File: config.mk
export PLATFORM = sky130hd
export DESIGN_NAME = frame_scheduler
export DESIGN_NICKNAME = d
export VERILOG_FILES = /design/src/rtl/frame_scheduler.sv
export SDC_FILE = /design/constraint.sdc
export NUM_CORES = 1
export LEC_CHECK = 0
export BUFFER_PORTS_ARGS = -buffer_cell sky130_fd_sc_hd__buf_4
export CAP_MARGIN = 10
export CELL_PAD_IN_SITES_DETAIL_PLACEMENT = 1
export CELL_PAD_IN_SITES_GLOBAL_PLACEMENT = 1
export CORE_MARGIN = 2
export CORE_UTILIZATION = 45
export CTS_CLUSTER_SIZE = 40
export DETAILED_ROUTE_END_ITERATION = 8
export GPL_TIMING_DRIVEN = 0
export PLACE_DENSITY = 0.79
export SYNTH_ARGS = -nofsm -noshare
export SYNTH_HDL_FRONTEND = slang
export SYNTH_SLANG_ARGS = --single-unit
File: constraint.sdc
create_clock -name clk -period 2.3 [get_ports clk]
set_clock_uncertainty 0.15 [all_clocks]
set_input_delay 0.345 -clock clk [delete_from_list [all_inputs] [get_ports clk]]
set_output_delay 0.345 -clock clk [all_outputs]
set_load 0.02 [all_outputs]
File: src/rtl/frame_scheduler.sv
// frame_scheduler: sequences frame transmission on the clk_20 side of the pixel path.
// A frame is released when a request is pending (host trigger or internal frame-rate
// timer), the scheduler is enabled and the pixel FIFO holds at least one full frame.
// After the string drivers finish shifting, an LED latch gap is enforced before the
// next frame may be armed.
//
// Ports:
//   clk             in   system clock (clk_20 domain)
//   reset           in   asynchronous active-high reset
//   enable          in   level, allows new frames to be armed
//   auto_mode       in   level, 1 = timer requests, 0 = trigger requests
//   trigger         in   single-cycle request pulse (already synchronised)
//   clear_err       in   single-cycle pulse, clears sticky error flags
//   fifo_full_count in   pixel FIFO occupancy in words
//   string_active   in   high while the string drivers shift a frame
//   frame_start     out  single-cycle pulse starting the string drivers
//   busy            out  high whenever the scheduler is not idle
//   waiting         out  high while armed and waiting for FIFO data
//   frame_count     out  completed frames, wraps at 16 bits
//   missed_frame    out  sticky, request arrived while one was already pending
//   no_response     out  sticky, string_active never asserted after frame_start
module frame_scheduler #(
    parameter int unsigned FIFO_ADDR_WIDTH = 13,
    parameter int unsigned WORDS_PER_FRAME = 8142,
    parameter int unsigned LATCH_CYCLES    = 6000,
    parameter int unsigned FRAME_PERIOD    = 333333,
    parameter int unsigned PERIOD_WIDTH    = 20,
    parameter int unsigned START_TIMEOUT   = 16
) (
    input  logic                     clk,
    input  logic                     reset,
    input  logic                     enable,
    input  logic                     auto_mode,
    input  logic                     trigger,
    input  logic                     clear_err,
    input  logic [FIFO_ADDR_WIDTH:0] fifo_full_count,
    input  logic                     string_active,
    output logic                     frame_start,
    output logic                     busy,
    output logic                     waiting,
    output logic [15:0]              frame_count,
    output logic                     missed_frame,
    output logic                     no_response
);

    localparam int unsigned COUNT_WIDTH   = FIFO_ADDR_WIDTH + 1;
    localparam int unsigned LATCH_WIDTH   = $clog2(LATCH_CYCLES + 1);
    localparam int unsigned TIMEOUT_WIDTH = $clog2(START_TIMEOUT + 1);

    localparam logic [COUNT_WIDTH-1:0]   FRAME_WORDS = COUNT_WIDTH'(WORDS_PER_FRAME);
    localparam logic [PERIOD_WIDTH-1:0]  PERIOD_LAST = PERIOD_WIDTH'(FRAME_PERIOD - 1);
    localparam logic [LATCH_WIDTH-1:0]   LATCH_LAST  = LATCH_WIDTH'(LATCH_CYCLES - 1);
    localparam logic [TIMEOUT_WIDTH-1:0] WAIT_LAST   = TIMEOUT_WIDTH'(START_TIMEOUT - 1);

    typedef enum logic [2:0] {
        IDLE,
        ARMED,
        START,
        ACTIVE,
        LATCH
    } state_t;

    state_t                    state;
    state_t                    state_next;
    logic                      pending;
    logic                      pending_next;
    logic                      seen;
    logic                      seen_next;
    logic [PERIOD_WIDTH-1:0]   period_cnt;
    logic [PERIOD_WIDTH-1:0]   period_cnt_next;
    logic [LATCH_WIDTH-1:0]    latch_cnt;
    logic [LATCH_WIDTH-1:0]    latch_cnt_next;
    logic [TIMEOUT_WIDTH-1:0]  wait_cnt;
    logic [TIMEOUT_WIDTH-1:0]  wait_cnt_next;
    logic                      tick;
    logic                      request;
    logic                      arm;
    logic                      missed_set;
    logic                      timeout_set;
    logic                      frame_done;

    // Frame-rate timer: free-runs only in enabled auto mode, ticks on the wrap to 0.
    always_comb begin
        period_cnt_next = '0;
        tick            = 1'b0;
        if (enable && auto_mode) begin
            if (period_cnt == PERIOD_LAST) begin
                tick = 1'b1;
            end else begin
                period_cnt_next = period_cnt + PERIOD_WIDTH'(1);
            end
        end
    end

    // Request source and pending flag; a request racing the arm leaves pending set.
    always_comb begin
        request      = auto_mode ? tick : trigger;
        pending_next = request | (pending & ~arm);
        missed_set   = request & pending & ~arm;
    end

    // Next-state logic; START/ACTIVE/LATCH always run to completion.
    always_comb begin
        state_next     = state;
        seen_next      = 1'b0;
        wait_cnt_next  = '0;
        latch_cnt_next = '0;
        arm            = 1'b0;
        timeout_set    = 1'b0;
        frame_done     = 1'b0;
        case (state)
            IDLE: begin
                if (enable && pending) begin
                    state_next = ARMED;
                    arm        = 1'b1;
                end
            end
            ARMED: begin
                if (fifo_full_count >= FRAME_WORDS) begin
                    state_next = START;
                end else if (!enable) begin
                    state_next = IDLE;
                end
            end
            START: begin
                state_next = ACTIVE;
            end
            ACTIVE: begin
                seen_next     = seen | string_active;
                wait_cnt_next = wait_cnt + TIMEOUT_WIDTH'(1);
                if (seen && !string_active) begin
                    state_next = LATCH;
                end else if (!seen && !string_active && (wait_cnt == WAIT_LAST)) begin
                    state_next  = LATCH;
                    timeout_set = 1'b1;
                end
            end
            LATCH: begin
                latch_cnt_next = latch_cnt + LATCH_WIDTH'(1);
                if (latch_cnt == LATCH_LAST) begin
                    state_next     = IDLE;
                    latch_cnt_next = '0;
                    frame_done     = 1'b1;
                end
            end
            default: begin
                state_next = IDLE;
            end
        endcase
    end

    // State, counters and registered outputs (decoded from the next state).
    always_ff @(posedge clk or posedge reset) begin
        if (reset) begin
            state        <= IDLE;
            pending      <= 1'b0;
            seen         <= 1'b0;
            period_cnt   <= '0;
            latch_cnt    <= '0;
            wait_cnt     <= '0;
            frame_start  <= 1'b0;
            busy         <= 1'b0;
            waiting      <= 1'b0;
            frame_count  <= '0;
            missed_frame <= 1'b0;
            no_response  <= 1'b0;
        end else begin
            state        <= state_next;
            pending      <= pending_next;
            seen         <= seen_next;
            period_cnt   <= period_cnt_next;
            latch_cnt    <= latch_cnt_next;
            wait_cnt     <= wait_cnt_next;
            frame_start  <= (state_next == START);
            busy         <= (state_next != IDLE);
            waiting      <= (state_next == ARMED);
            if (frame_done) begin
                frame_count <= frame_count + 16'd1;
            end
            missed_frame <= missed_set | (missed_frame & ~clear_err);
            no_response  <= timeout_set | (no_response & ~clear_err);
        end
    end

endmodule
======== After elaboration in Yosys (flattened, before gate mapping) ========
Index checks and enable logic that the tools add are counted.
Widths: inputs -> output; s select.
operators by class
  bitwise gates (word level) .............. 11
  equal/unequal tests ..................... 9
  magnitude comparators ................... 1
  muxes and demuxes ....................... 23
  reduce and logical (&&, ||, !) cells .... 9
  add/subtract/negate cells ............... 4
operators with widths
  operator               number
  $mux 20                2
  $mux 13                2
  $add 20x1->20 const B  1
  $eq 20x19->1 const B   1
  $mux 3                 6
  $add 16x1->16 const B  1
  $pmux 3 s5             1
  $ge 14x13->1 const B   1
  $add 13x1->13 const B  1
  $eq 13x13->1 const B   1
  $mux 1                 11
  $eq 3x2->1 const B     3
  $eq 3x1->1 const B     2
  $add 5x1->5 const B    1
  $and 1x1->1            5
  $eq 5x4->1 const B     1
  $logic_and 1x1->1      5
  $mux 5                 1
  $or 1x1->1             4
  $eq 3x3->1 const B     1
  $logic_not 3->1        1
  $reduce_bool 3->1      1
  $logic_not 1->1        2
  $not 1->1              2
storage, ports and cells
  word-level logic and storage cells ...... 69
  register bits ........................... 64

======== Longest topological paths before layout ========
Gate-level depths: netlist of run 1.
  depth in word-level cells ............... 7
  mapped depth ............................ 7
  gate-level depth less buffers ........... 7

======== Least setup slack after synthesis of run 1 ========
No wires, ideal clock.
  kind .................................... flip-flop to flip-flop
  start point ............................. register latch_cnt[0]
  end point ............................... register busy
  setup time .............................. 0.139 ns
  period minus slack after synthesis ...... 1.964 ns
  data arrival time ....................... 1.676 ns
  slack ................................... 0.336 ns
  required time ........................... 2.011 ns
  path buffers ............................ 0
  cell stages (with the launch flop) ...... 6
  cell sequence ........................... dfrtp_1 -> ha_1 -> nand3_1 -> nor2_2 -> a21oi_1 -> or4_1
between the ends
  longest elaborated chain between the ends .. 4
RTL lines
  element                 RTL line  source
  from (decl)             71        logic [LATCH_WIDTH-1:0] latch_cnt;
  from (signal assigned)  172       latch_cnt <= latch_cnt_next;
  $eq 13x13->1            140       if (latch_cnt == LATCH_LAST) begin
  $mux 3                  140
  $pmux 3 s5              111       case (state)
  $reduce_bool 3->1       175       busy <= (state_next != IDLE);
  to (signal assigned)    175
  to (decl)               39        output logic busy,
Every way passes these cells.
A chain may end at the register's enable or synchronous reset.

======== Worst setup path after layout of run 1 ========
Ends and elaborated chain as after synthesis.

==> results of run 1 <==
power breakdown:
part | switching [mW] | internal (mW) | leakage [nW]
Clock | 0.454 | 0.667 | 0.119
Sequential | 0.0645 | 1.21 | 0.874
Combinational | 0.201 | 0.153 | 0.699
timing repair:
item,in CTS,in global routing
gates resized for setup,0,2
hold buffers,1,0
buffers inserted,0,0
endpoints found under the hold margin,27,0
setup endpoints to repair,0,11
flip-flops by register name (all words and copies together) (netlist names), 3 cells and up:
name / flops
latch_cnt: 13
frame_count: 16
period_cnt: 20
wait_cnt: 5
state: 3
layout make-up:
type                    instances  area share [%]
inverters                      11            1.08
clock inverters                 5            2.07
flip-flops and latches         64            42.1
multi-input cells             219            38.4
clock buffers                  11            3.98
plain buffers                   8            1.08
repair buffers                 42            8.68
well taps                      80            2.63
path summary, 6_finish.rpt:
path	to	slack, ps	depth (start not counted)
worst min-delay path	missed_frame	40	2
max in group asynchronous	period_cnt[3]	880	4
worst max register to register	busy	130	5
worst min register to register	wait_cnt[0]	330	1
min in group asynchronous	frame_count[3]	490	3
worst max-delay path	busy	130	5
metal layers:
layer	GRT usage, %	part of all wire [%]
met5	0	0
met4	8.95	1.9
met3	5.31	3.4
met2	34.1	51
met1	25.4	44
Yosys cell counts (3+ instances only):
cell type                  number  area share [%]
sky130_fd_sc_hd__a21oi_1       10             1.6
sky130_fd_sc_hd__and3_1        10             2.0
sky130_fd_sc_hd__and4_1         8             2.2
sky130_fd_sc_hd__buf_2          3            0.48
sky130_fd_sc_hd__clkbuf_1       4            0.48
sky130_fd_sc_hd__dfrtp_1       64              51
sky130_fd_sc_hd__ha_1           6             2.4
sky130_fd_sc_hd__inv_1         11             1.3
sky130_fd_sc_hd__nand2_1       15             1.8
sky130_fd_sc_hd__nand2b_1       3            0.60
sky130_fd_sc_hd__nand3_1       19             3.0
sky130_fd_sc_hd__nand3_2        6             1.9
sky130_fd_sc_hd__nand4_1       16             3.2
sky130_fd_sc_hd__nor2_1        39             4.7
sky130_fd_sc_hd__o21ai_0        6            0.96
sky130_fd_sc_hd__o31ai_1        3            0.72
sky130_fd_sc_hd__or3_1          5             1.0
sky130_fd_sc_hd__or3b_2         3            0.84
sky130_fd_sc_hd__xnor2_1       24             6.7
sky130_fd_sc_hd__xor2_1        16             4.5
cells by family (layout without fill, tap and decap cells):
logic type | after synthesis | count (layout) | share of synthesized area (%)
adder cells (fa/ha/maj) | 6 | 6 | 2.40
AO/OA/AOI/OAI | 28 | 28 | 5.59
buffers and inverters | 19 | 77 | 2.64
flip-flops | 64 | 64 | 51.1
multiplexers | 1 | 1 | 0.359
AND/OR/NAND/NOR | 144 | 144 | 26.7
XOR/XNOR | 40 | 40 | 11.2
==> results_tabular.tex, run 1 <==
\begin{tabular}{lr}
\hline
Metric & Value \\
\hline
\multicolumn{2}{l}{\textbf{STA}} \\
Post-route setup slack & 131 ps \\
Final setup viols & 0 \\
Setup repair after global routing missed its margin & no \\
Total count of hold-check failures in the final report & 0 \\
Worst-case headroom to the max-slew limit & 59.5\% \\
Final number of max-transition violations & 0 \\
Achievable frequency & 0.461 GHz \\
Setup Total Neg Slack & 0 ps \\
Worst Max-Slew Pin Slew & 606 ps \\
Final period utilization & 94.3\% \\
Final critical path time including I/O delays and setup & 2170 ps \\
Hold slack final & 39.9 ps \\
\multicolumn{2}{l}{\textbf{Power}} \\
Pwr Density & 721 nW/um\^{}2 \\
VDD IR max & 365 uV \\
Post-route total power & 2.75 mW \\
Total leakage power & 1.69 nW \\
\multicolumn{2}{l}{\textbf{Logic synthesis}} \\
Synthesized area divided by synthesized cell count & 10.4 sq um \\
Count of mapped cells out of synthesis & 302 \\
Synthesized Nets & 329 \\
Flip-flop and latch count after synthesis & 64 \\
Count of unique library cells instantiated by Yosys & 44 \\
Top\_reg\_cell synth & sky130\_fd\_sc\_hd\_\_dfrtp\_1 \\
Number of warnings printed during yosys synthesis & 0 \\
Share of async-settable or async-resettable flops after synthesis & 100\% \\
Netlist area before placement & 3130 sq um \\
Sequential cell area fraction in the yosys report & 51.1\% \\
Number of enable-type register cells in the synthesized netlist & 0 \\
\multicolumn{2}{l}{\textbf{Critical path}} \\
Cell Chain, Critical Path & ha\_1 -> nand3\_1 -> nor2\_4 -> a21oi\_1 -> or4\_1 \\
Slowest cell on the critical path & sky130\_fd\_sc\_hd\_\_or4\_1 \\
Critical path data required time & 2370 ps \\
Cell family with the largest share of critical-path delay & simple AND/OR/NAND/NOR gates \\
Origin of the critical flop-to-flop path & latch\_cnt[0] \\
Kind of start point of the critical path & flop \\
Crit path buf inv count & 0 \\
CP endpoint kind & flop \\
Delay of the slowest critical-path stage & 530 ps \\
Worst setup path startpoint & latch\_cnt[0] \\
Arrival time at the worst endpoint & 2240 ps \\
Start-to-end type of the worst setup path & flop to flop \\
Max FO, Critical Path & 8 \\
\multicolumn{2}{l}{\textbf{Placement}} \\
DPL Wire Length & 5100 microns \\
Placer congestion estimate & 0.787 \\
Setup WS pre-CTS & 59.7 ps \\
DP Area & 3550 sq um \\
Cell count after placement & 423 \\
\# port buffers & 40 \\
\multicolumn{2}{l}{\textbf{Route}} \\
Detailed-routing iteration count for the pre-antenna-repair pass & 4 \\
Final WL & 7190 microns \\
Number of vias per cell & 5.57 \\
Number of violations reported at the end of detailed-routing iteration 0 & 54 \\
DRC Markers & 0 \\
Antenna viol nets, final & 0 \\
Number of vias after detailed routing & 2,449 \\
Mean routed wirelength per cell & 16.3 microns \\
\multicolumn{2}{l}{\textbf{Clock network}} \\
TritonCTS clock tree & yes \\
Clock latency on the worst-skew pair & 350 ps \\
Total number of H-tree levels & 3 \\
Clock buffer count from CTS & 9 \\
Buffer cell driving the clock tree root & sky130\_fd\_sc\_hd\_\_clkbuf\_8 \\
Maximum buffer depth of the clock tree & 2 \\
Post-CTS clock slew at the launch and capture registers of the worst setup and hold paths & 70 ps \\
Sinks on Clock Net & 64 \\
\multicolumn{2}{l}{\textbf{Layout}} \\
Area of the multi-input gates & 1460 sq um \\
Layout Utilization & 56.4\% \\
Post-synthesis to final-layout area growth & 21.5\% \\
Filler Cells Inserted & 766 \\
Count of inserted antenna diode cells & 0 \\
Total area of sequential cells & 1600 sq um \\
Most used cells in the layout excluding fill and tap cells & 64 x sky130\_fd\_sc\_hd\_\_dfrtp\_1, 40 x sky130\_fd\_sc\_hd\_\_buf\_4, 39 x sky130\_fd\_sc\_hd\_\_nor2\_1 \\
Non-Filler Instances & 440 \\
Commonest non-fill, non-tap cell in the layout & sky130\_fd\_sc\_hd\_\_dfrtp\_1 \\
Share of post-route cells with drive strength above 1 & 22.2\% \\
Finished layout cell area & 3810 sq um \\
NumNets Final & 382 \\
\multicolumn{2}{l}{\textbf{Job}} \\
Maxcap violations & 0 \\
\multicolumn{2}{l}{\textbf{Die}} \\
Die outline area & 7650 sq um \\
Area of the core & 6760 sq um \\
Y dimension of the die & 87.4 microns \\
I/O Pins & 42 \\
\# rows & 30 \\
Horizontal die dimension & 87.4 microns \\
Initial standard-cell utilization of the core & 46.4\% \\
\multicolumn{2}{l}{\textbf{Run status}} \\
Outcome & complete, no violations \\
\multicolumn{2}{l}{\textbf{GRT}} \\
Via count of the first global-routing pass & 2,626 \\
Wire length of the first global-routing pass & 12,300 microns \\
Pin count of the biggest net entering global routing & 38 \\
Antenna violations before repair & 0 \\
Total routing resource utilization after global routing & 20.6\% \\
Residual overflow from global routing & 0 \\
\multicolumn{2}{l}{\textbf{Worst hold path}} \\
Hold/Removal Path Class & primary input to flop \\
HP Start & clear\_err \\
\hline
\end{tabular}
Note: power is estimated with default switching activity, not from simulation.
==> run 2: changes to the inputs <==
- CORE_UTILIZATION: 45 -> 47
- CTS_BUF_LIST: not set -> sky130_fd_sc_hd__clkbuf_4 sky130_fd_sc_hd__clkbuf_8
- PLACE_DENSITY: 0.79 -> 0.82
==> run 2 against run 1 <==
  * Sequential power about the same
  * Design area decreased by 0.62%
  * Global-route usage rose by 0.50 points
  * Die area decreased by 4.1%
  * Sequential cell count stayed put
  * Register-to-register slack gained 40 ps
  * Largest cell class unchanged
  * Largest power group unchanged
  * Highest routed layer unchanged
==> results_tabular.tex, run 2 (same netlist as run 1, synthesis figures left out) <==
\begin{tabular}{lr}
\hline
Metric & Value \\
\hline
\multicolumn{2}{l}{\textbf{Run status}} \\
Outcome & complete, no violations \\
\multicolumn{2}{l}{\textbf{STA}} \\
Final setup viols & 0 (unchanged) \\
Post-route setup slack & 175 ps (+44.9 ps) \\
Worst-case headroom to the max-slew limit & 55.8\% (-3.8 points) \\
Achievable frequency & 0.471 GHz (+2.1\%) \\
Worst Max-Slew Pin Slew & 662 ps (+56.2 ps) \\
Hold slack final & 66.0 ps (+26.2 ps) \\
Total count of hold-check failures in the final report & 0 (unchanged) \\
Final critical path time including I/O delays and setup & 2120 ps (-44.9 ps) \\
Final number of max-transition violations & 0 (unchanged) \\
Setup repair after global routing missed its margin & no \\
Final period utilization & 92.4\% (-2.0 points) \\
\multicolumn{2}{l}{\textbf{Layout}} \\
Share of post-route cells with drive strength above 1 & 22.0\% (-0.22 points) \\
Post-synthesis to final-layout area growth & 20.8\% \\
Finished layout cell area & 3780 sq um (-0.62\%) \\
Commonest non-fill, non-tap cell in the layout & sky130\_fd\_sc\_hd\_\_dfrtp\_1 \\
Biggest registers after layout & period\_cnt: 20 flops, frame\_count: 16 flops, latch\_cnt: 13 flops \\
Max FFs per register & 20 (unchanged) \\
Filler Cells Inserted & 717 (-6.4\%) \\
Largest register by flop count & period\_cnt \\
NumNets Final & 382 (unchanged) \\
Non-Filler Instances & 436 (-0.91\%) \\
Most used cells in the layout excluding fill and tap cells & 64 x sky130\_fd\_sc\_hd\_\_dfrtp\_1, 40 x sky130\_fd\_sc\_hd\_\_buf\_4, 39 x sky130\_fd\_sc\_hd\_\_nor2\_1 \\
Area of the multi-input gates & 1460 sq um (unchanged) \\
Total area of sequential cells & 1600 sq um (unchanged) \\
Count of inserted antenna diode cells & 0 (unchanged) \\
Layout Utilization & 59.2\% (+2.9 points) \\
\multicolumn{2}{l}{\textbf{Clock network}} \\
Buffer cell driving the clock tree root & sky130\_fd\_sc\_hd\_\_clkbuf\_8 \\
Total number of H-tree levels & 3 (unchanged) \\
Maximum buffer depth of the clock tree & 2 (unchanged) \\
Clock latency on the worst-skew pair & 340 ps (about the same) \\
TritonCTS clock tree & yes \\
Clock buffer count from CTS & 9 (unchanged) \\
Post-CTS clock slew at the launch and capture registers of the worst setup and hold paths & 70 ps (about the same) \\
Sinks on Clock Net & 64 (unchanged) \\
\multicolumn{2}{l}{\textbf{Route}} \\
DRC Markers & 0 (unchanged) \\
Number of vias after detailed routing & 2,421 (-1.1\%) \\
Mean routed wirelength per cell & 16.0 microns (-2.0\%) \\
Antenna viol nets, final & 0 (unchanged) \\
Number of vias per cell & 5.55 (-0.24\%) \\
Final WL & 6980 microns (-2.9\%) \\
Number of violations reported at the end of detailed-routing iteration 0 & 44 (-19\%) \\
Detailed-routing iteration count for the pre-antenna-repair pass & 4 (unchanged) \\
\multicolumn{2}{l}{\textbf{Critical path}} \\
Start-to-end type of the worst setup path & flop to flop \\
Cell Chain, Critical Path & or4b\_4 -> nor3\_4 -> buf\_6 -> nand3\_1 -> xnor2\_1 \\
Delay of the slowest critical-path stage & 580 ps (+50 ps) \\
Crit path buf inv count & 1 (+1) \\
Slowest cell on the critical path & sky130\_fd\_sc\_hd\_\_or4b\_4 \\
Max FO, Critical Path & 10 (+2) \\
Critical path data required time & 2370 ps (about the same) \\
Arrival time at the worst endpoint & 2190 ps (-50 ps) \\
Cell family with the largest share of critical-path delay & simple AND/OR/NAND/NOR gates \\
CP endpoint kind & flop \\
Kind of start point of the critical path & flop \\
\multicolumn{2}{l}{\textbf{Die}} \\
Initial standard-cell utilization of the core & 49.1\% (+2.7 points) \\
Area of the core & 6390 sq um (-5.5\%) \\
Y dimension of the die & 85.6 microns (-2.1\%) \\
Die outline area & 7340 sq um (-4.1\%) \\
I/O Pins & 42 (unchanged) \\
Horizontal die dimension & 85.6 microns (-2.1\%) \\
\# rows & 29 (-3.3\%) \\
\multicolumn{2}{l}{\textbf{Placement}} \\
DPL Wire Length & 5100 microns (about the same) \\
DP Area & 3550 sq um (-0.11\%) \\
\# port buffers & 40 (unchanged) \\
Setup WS pre-CTS & 99.1 ps (+39.4 ps) \\
Placer congestion estimate & 0.795 (+1.0\%) \\
Cell count after placement & 420 (-0.71\%) \\
\multicolumn{2}{l}{\textbf{Power}} \\
Pwr Density & 699 nW/um\^{}2 (-3.2\%) \\
Total leakage power & 1.68 nW (-0.84\%) \\
VDD IR max & 473 uV (+30\%) \\
\multicolumn{2}{l}{\textbf{GRT}} \\
Total routing resource utilization after global routing & 21.1\% (+0.50 points) \\
Wire length of the first global-routing pass & 12,100 microns (-1.4\%) \\
Residual overflow from global routing & 0 (unchanged) \\
Antenna violations before repair & 0 (unchanged) \\
Pin count of the biggest net entering global routing & 36 (-5.3\%) \\
Via count of the first global-routing pass & 2,575 (-1.9\%) \\
\multicolumn{2}{l}{\textbf{Worst hold path}} \\
Hold/Removal Path Class & primary input to flop \\
\multicolumn{2}{l}{\textbf{Job}} \\
Maxcap violations & 0 (unchanged) \\
\hline
\end{tabular}
==> run 2: worst paths after layout <==
path	slack (ps)	cells past startpoint	end	from
worst max-delay path	180	5	frame_count[8]	latch_cnt[4]
worst min-delay path	70	2	no_response	clear_err
worst max register to register	180	5	frame_count[8]	latch_cnt[4]
worst min register to register	320	1	frame_count[15]	frame_count[15]
max in group asynchronous	860	4	period_cnt[4]	reset
min in group asynchronous	530	3	frame_count[2]	reset
==> run 2: area by class of cell <==
type,instances,area share (%)
timing repair buffer,42,8.73
multi-input combinational,219,38.7
sequential,64,42.3
inverter,11,1.09
buffer,8,1.09
clock buffer,13,4.56
clock inverter,2,0.992
tap,77,2.55
==> run 2: what timing repair did <==
action	CTS	global route
hold endpoints to repair	29	0
buffers inserted	0	0
endpoints found under the setup margin	0	1
resized for setup	0	3
hold buffers	1	0
==> run 2: metrics by stage <==
stage          TNS, ps  total power, mW
2_1_floorplan        0             1.51
5_1_grt              0             2.78
3_3_place_gp    -37150             1.63
4_1_cts              0             2.68
6_report             0             2.64
3_5_place_dp         0             1.66
==> run 2: metal layers <==
metal  track usage [%]  up-vias  part of all wire [%]
met4              6.49        0                   1.1
met3              5.58        9                   3.3
met2              35.8       30                    51
li1                  -     1169                     -
met5                 0        -                     0
met1              26.6     1213                    44
==> run 2: report_power, final <==
part	leakage [nW]	switching (mW)	internal [mW]
clock network	0.105	0.410	0.596
logic	0.699	0.211	0.155
registers	0.874	0.0652	1.21
